[src/rtl/bp_pkg.sv]
// Shared types and counter helpers for the branch-predictor pattern history table.
package bp_pkg;

  typedef enum logic {BP_INIT, BP_RUN} bp_state_e;

  // Counter helpers work on a 32-bit carrier so any CTR_W up to 32 can share them.
  function automatic logic [31:0] ctr_max(input int ctr_w);
    return (ctr_w >= 32) ? 32'hFFFF_FFFF : ((32'd1 << ctr_w) - 32'd1);
  endfunction

  // Even banks start strong not-taken, odd banks strong taken.
  function automatic logic [31:0] ctr_init(input int bank, input int ctr_w);
    return bank[0] ? ctr_max(ctr_w) : 32'd0;
  endfunction

  function automatic logic [31:0] ctr_sat_next(input logic [31:0] ctr, input logic taken,
                                               input int ctr_w);
    if (taken) return (ctr == ctr_max(ctr_w)) ? ctr : ctr + 32'd1;
    return (ctr == 32'd0) ? ctr : ctr - 32'd1;
  endfunction

endpackage

[src/rtl/bp_init_sweep.sv]
// Post-reset sweep controller: walks every table index once, then reports ready.
module bp_init_sweep #(
  parameter int INDEX_W = 4
) (
  input  logic               clk,
  input  logic               rst,
  output logic               ready,
  output logic               sweep_we,
  output logic [INDEX_W-1:0] sweep_idx
);
  import bp_pkg::*;

  localparam logic [INDEX_W-1:0] LAST_IDX = {INDEX_W{1'b1}};

  bp_state_e state;

  always_ff @(posedge clk) begin
    if (rst) begin
      state     <= BP_INIT;
      sweep_idx <= '0;
      ready     <= 1'b0;
    end else if (state == BP_INIT) begin
      sweep_idx <= sweep_idx + 1'b1;
      if (sweep_idx == LAST_IDX) begin
        state <= BP_RUN;
        ready <= 1'b1;
      end
    end
  end

  assign sweep_we = (state == BP_INIT) && !rst;

endmodule

[src/rtl/bp_pattern_table.sv]
// Multi-bank PHT of saturating counters: combinational IF lookup, EX read-modify-write,
// optional gshare hashing and same-cycle update bypass.
module bp_pattern_table #(
  parameter  int INDEX_W   = 4,
  parameter  int CTR_W     = 2,
  parameter  int NUM_BANKS = 2,
  parameter  int HIST_W    = 4,
  parameter  int USE_GHR   = 0,
  localparam int BANK_W    = (NUM_BANKS > 1) ? $clog2(NUM_BANKS) : 1,
  localparam int DEPTH     = 2 ** INDEX_W
) (
  input  logic               clk,
  input  logic               rst,
  output logic               ready,
  input  logic [INDEX_W-1:0] lookup_idx_if,
  input  logic [BANK_W-1:0]  bank_if,
  output logic [INDEX_W-1:0] pred_idx_if,
  output logic [CTR_W-1:0]   pred_ctr_if,
  output logic               pred_taken_if,
  input  logic               update_ex,
  input  logic [BANK_W-1:0]  bank_ex,
  input  logic [INDEX_W-1:0] idx_ex,
  input  logic               taken_ex
);
  import bp_pkg::*;

  function automatic logic [CTR_W-1:0] sat_next(input logic [CTR_W-1:0] c, input logic t);
    return CTR_W'(ctr_sat_next(32'(c), t, CTR_W));
  endfunction

  function automatic logic [HIST_W-1:0] ghr_shift(input logic [HIST_W-1:0] g, input logic t);
    logic [HIST_W:0] cat;
    cat = {g, t};
    return cat[HIST_W-1:0];
  endfunction

  logic [CTR_W-1:0]   table_q [NUM_BANKS][DEPTH];
  logic               sweep_we;
  logic [INDEX_W-1:0] sweep_idx;
  logic [HIST_W-1:0]  ghr;
  logic [INDEX_W-1:0] hash_idx;
  logic               upd_ok, upd_wr, bypass;
  logic [CTR_W-1:0]   upd_cur, upd_next, rd_cur;

  bp_init_sweep #(.INDEX_W(INDEX_W)) u_sweep (
    .clk       (clk),
    .rst       (rst),
    .ready     (ready),
    .sweep_we  (sweep_we),
    .sweep_idx (sweep_idx)
  );

  // GHR stays at zero when hashing is disabled, so the XOR is a no-op.
  assign hash_idx    = lookup_idx_if ^ INDEX_W'(ghr);
  assign pred_idx_if = hash_idx;

  assign upd_ok = ready && update_ex && !rst;
  assign upd_wr = upd_ok && (int'(bank_ex) < NUM_BANKS);

  always_comb begin
    upd_cur = '0;
    if (int'(bank_ex) < NUM_BANKS) upd_cur = table_q[bank_ex][idx_ex];
  end

  assign upd_next = sat_next(upd_cur, taken_ex);

  // Same-entry update in this cycle forwards the post-update value to the lookup.
  always_comb begin
    rd_cur = '0;
    if (int'(bank_if) < NUM_BANKS) rd_cur = table_q[bank_if][hash_idx];
    bypass      = upd_wr && (bank_ex == bank_if) && (idx_ex == hash_idx);
    pred_ctr_if = '0;
    if (ready) pred_ctr_if = bypass ? upd_next : rd_cur;
  end

  assign pred_taken_if = pred_ctr_if[CTR_W-1];

  always_ff @(posedge clk) begin
    if (rst) ghr <= '0;
    else if ((USE_GHR != 0) && upd_ok) ghr <= ghr_shift(ghr, taken_ex);
  end

  always_ff @(posedge clk) begin
    for (int b = 0; b < NUM_BANKS; b++) begin
      if (sweep_we) table_q[b][sweep_idx] <= CTR_W'(ctr_init(b, CTR_W));
      else if (upd_wr && (int'(bank_ex) == b)) table_q[b][idx_ex] <= upd_next;
    end
  end

endmodule

[config.mk]
export PLATFORM = sky130hd
export DESIGN_NAME = bp_pattern_table
export DESIGN_NICKNAME = d
export VERILOG_FILES = /design/src/rtl/bp_pkg.sv /design/src/rtl/bp_init_sweep.sv /design/src/rtl/bp_pattern_table.sv
export SDC_FILE = /design/constraint.sdc
export NUM_CORES = 1
export LEC_CHECK = 0
export CAP_MARGIN = 40
export CORE_ASPECT_RATIO = 1.25
export CORE_MARGIN = 5
export CORE_UTILIZATION = 65
export CTS_CLUSTER_SIZE = 14
export DETAILED_ROUTE_END_ITERATION = 8
export GPL_ROUTABILITY_DRIVEN = 0
export PLACE_DENSITY = 0.86
export SLEW_MARGIN = 0
export SYNTH_ARGS = -nofsm -noshare
export SYNTH_HDL_FRONTEND = slang
export SYNTH_HIERARCHICAL = 1
export SYNTH_SLANG_ARGS = --single-unit
export TNS_END_PERCENT = 20
[constraint.sdc]
create_clock -name clk -period 9.5 [get_ports clk]
set_input_delay 1.9 -clock clk [delete_from_list [all_inputs] [get_ports clk]]
set_output_delay 1.9 -clock clk [all_outputs]
set_load 0.005 [all_outputs]
==> impl_metrics.tcl <==
set metrics [dict create \
    clock-root-buffer "clkbuf_8" \
    seqCellArea_um2 1722 \
    syn-num-nets 391 \
    fin_crit_ns 6.994 \
    p_switching_mw 0.2009 \
    diodes 0 \
    setup_violations 0 \
    via_count 3558 \
    p_leak_nw 1.530 \
    port_buffers 21 \
    wl_per_cell_um 23.87 \
    fmax_mhz 143.0 \
    cts.hold.buffers_added 0 \
    viasPerCell 7.475 \
    cts_buffers 9 \
    post_cts_buffers 0 \
    swShare 0.2804 \
    synth_area_leaders "edfxtp_1, mux4_2, dfxtp_1" \
    synth_area_um2 4004 \
    grt_overflow 0 \
    multi_input_area_um2 2123 \
    ys_ff_latch 70 \
    grtUsageMet1 0.3726 \
    core_region_area_um2 6086 \
    crit_family "buffers and inverters" \
    die_h_um 97.75 \
    met3_usage 0.07841 \
    htreeDepth 3 \
    syn_area_per_cell_um2 10.65 \
    worstPathArrival_ns 5.09 \
    die_area_um2 7840 \
    fill_cells 429 \
    worst_clock_skew_ns 0.009602 \
    p_int_mw 0.5155 \
    cp-start-kind "input pin" \
    synthCells 376 \
    hold_viol 0 \
    power_frac_seq 0.497 \
    grt_use_met2 0.4758 \
    holdWs_ns 0.5580 \
    die_w_um 80.20 \
    wl_mm 11.36 \
    slowest_delay_ns 0.60 \
    drive_gt1_frac 0.1509 \
    ys_warn_count 6 \
    vdd_drop_max_mv 0.1073 \
    path_class "input pin to primary output" \
    synth_common_cells "nor2_1, dfxtp_1, nor3_1, a31oi_1, mux4_2" \
    powerDensity_nw_per_um2 161.2 \
    path_cells "clkdlybuf4s50_1, buf_4, mux4_2, mux4_2, mux2_2, o211ai_2, a31oi_1, clkdlybuf4s50_1" \
    antenna_found_initial 0 \
    track_usage 0.3047 \
    crit_buf_inv 3 \
    drt-pass1-iter-count 5 \
    clock-sinks 70 \
    final.period_utilization 0.7362 \
    setup_tns_ns 0 \
    clockBufferDepth 2 \
    synth_top_area_frac 0.2400 \
    synth_edf_count 32 \
    power.total_mw 0.7164 \
    drt_iter0_markers 608 \
    clkTransAtPathRegs_ns 0.07 \
    worst_pin_slew_ns 0.9101 \
    grt_pass1_wl_mm 18.06 \
    slew_headroom 0.3914 \
    combPwrFrac 0.179 \
    cts_resized 0 \
    ys_seq_area_frac 0.4300 \
    rsz0062_at_grt "false" \
    hpwl_mm 7.866 \
    cp_slowest_cell "clkdlybuf4s50_1" \
    cp_max_fo 18 \
    tritoncts "done" \
    synth_top_area_cell "edfxtp_1" \
    final_antenna_net_count 0 \
    worst_ep_required_time_ns 7.60 \
    max-cap-violations 0 \
    grt-busiest-layer "met2" \
    io_pins 22 \
    synth-main-ff-cell "dfxtp_1" \
    initial_core_util 0.6579 \
    grt_pass1_vias 3466 \
    final_nets 401 \
    clkPwrFrac 0.324 \
    holdCritPathClass "register to register" \
    areaGrowthSynthToFinish_pct 10.97 \
    status "completed" \
    cp-end-kind "primary output" \
    grt_max_degree 33 \
    rows 32 \
    ys_types 36 \
    synthArstFlopShare 0 \
    clk_latency_ns 0.35 \
    yosysMostFrequentCell "nor2_1" \
    maxSlewViolCount 0 \
    drc 0 \
]
[final timing paths]
path                       start             end  slack [ns]  depth (start not counted)
setup / recovery         bank_ex   pred_taken_if        2.51                          8
hold / removal    table_q[1][14]  table_q[1][14]        0.56                          2
setup reg to reg   table_q[0][2]  table_q[0][11]        6.76                          6
hold reg to reg   table_q[1][14]  table_q[1][14]        0.56                          2
[per-stage QoR]
step                      setup WS [ns]  instance area [µm²]  cells    util
after floorplan                   3.677                 4004    376       -
final                             2.506                 4443    476  0.7301
after global routing              2.398                 4443    476  0.7301
after detailed placement          2.509                 4253    460  0.6988
after global placement            2.613                 4199    457  0.6900
after CTS                         2.502                 4443    476  0.7301
[power groups by stage]
stage / Combinational (mW) / Clock [mW] / Sequential [mW]
3_3_place_gp: 0.120 / 0 / 0.360
3_5_place_dp: 0.125 / 0 / 0.362
2_1_floorplan: 0.0927 / 0 / 0.353
5_1_grt: 0.136 / 0.249 / 0.357
6_report: 0.128 / 0.232 / 0.356
4_1_cts: 0.126 / 0.232 / 0.355
[worst reg2reg max path: stages (launching register included)]
cell and delay (ns):
edfxtp_1 0.44, mux4_2 0.51, mux4_2 0.50, mux2_2 0.30, o211ai_2 0.18, buf_4 0.37
a21oi_1 0.16
[cell type report]
| type | instances | area share |
|---|---|---|
| well taps | 85 | 0.02394 |
| clock buffers | 16 | 0.04280 |
| multi-input cells | 276 | 0.4779 |
| flip-flops and latches | 70 | 0.3875 |
| repair buffers | 29 | 0.06787 |
[metal layers]
| metal | part of all wire | vias up | routed length, µm |
|---|---|---|---|
| met5 | 0 | - | 0 |
| met3 | 0.13 | 83 | 1434 |
| li1 | - | 1483 | - |
| met1 | 0.33 | 1665 | 3766 |
| met4 | 0.068 | 0 | 770 |
| met2 | 0.47 | 327 | 5388 |
[state kept, by name, indices dropped and copies added (netlist names)]
name / count
u_sweep/ready: 1
u_sweep/sweep_idx: 4
table_q: 64
u_sweep/state: 1
[cell usage in the layout, fill, tap and decap left out, types with 13 or more instances in the layout]
cell             count
nor2_1              42
nor3_1              38
dfxtp_1             38
a31oi_1             36
mux4_2              34
a21oi_1             32
edfxtp_1            32
nand2_1             22
clkdlybuf4s50_1     21
mux2i_1             14
clkbuf_8            13
[cell families (layout without fill, tap and decap cells)]
logic type | Yosys count | in the layout | share of synthesized area
adder cells (fa/ha/maj) | 1 | 1 | 0.003125
multiplexers | 49 | 49 | 0.2291
flip-flops | 70 | 70 | 0.4300
AO/OA/AOI/OAI | 88 | 88 | 0.1275
AND/OR/NAND/NOR | 130 | 130 | 0.1531
buffers and inverters | 30 | 45 | 0.03969
XOR/XNOR | 8 | 8 | 0.01750
Power figures use the tool's default switching activity.
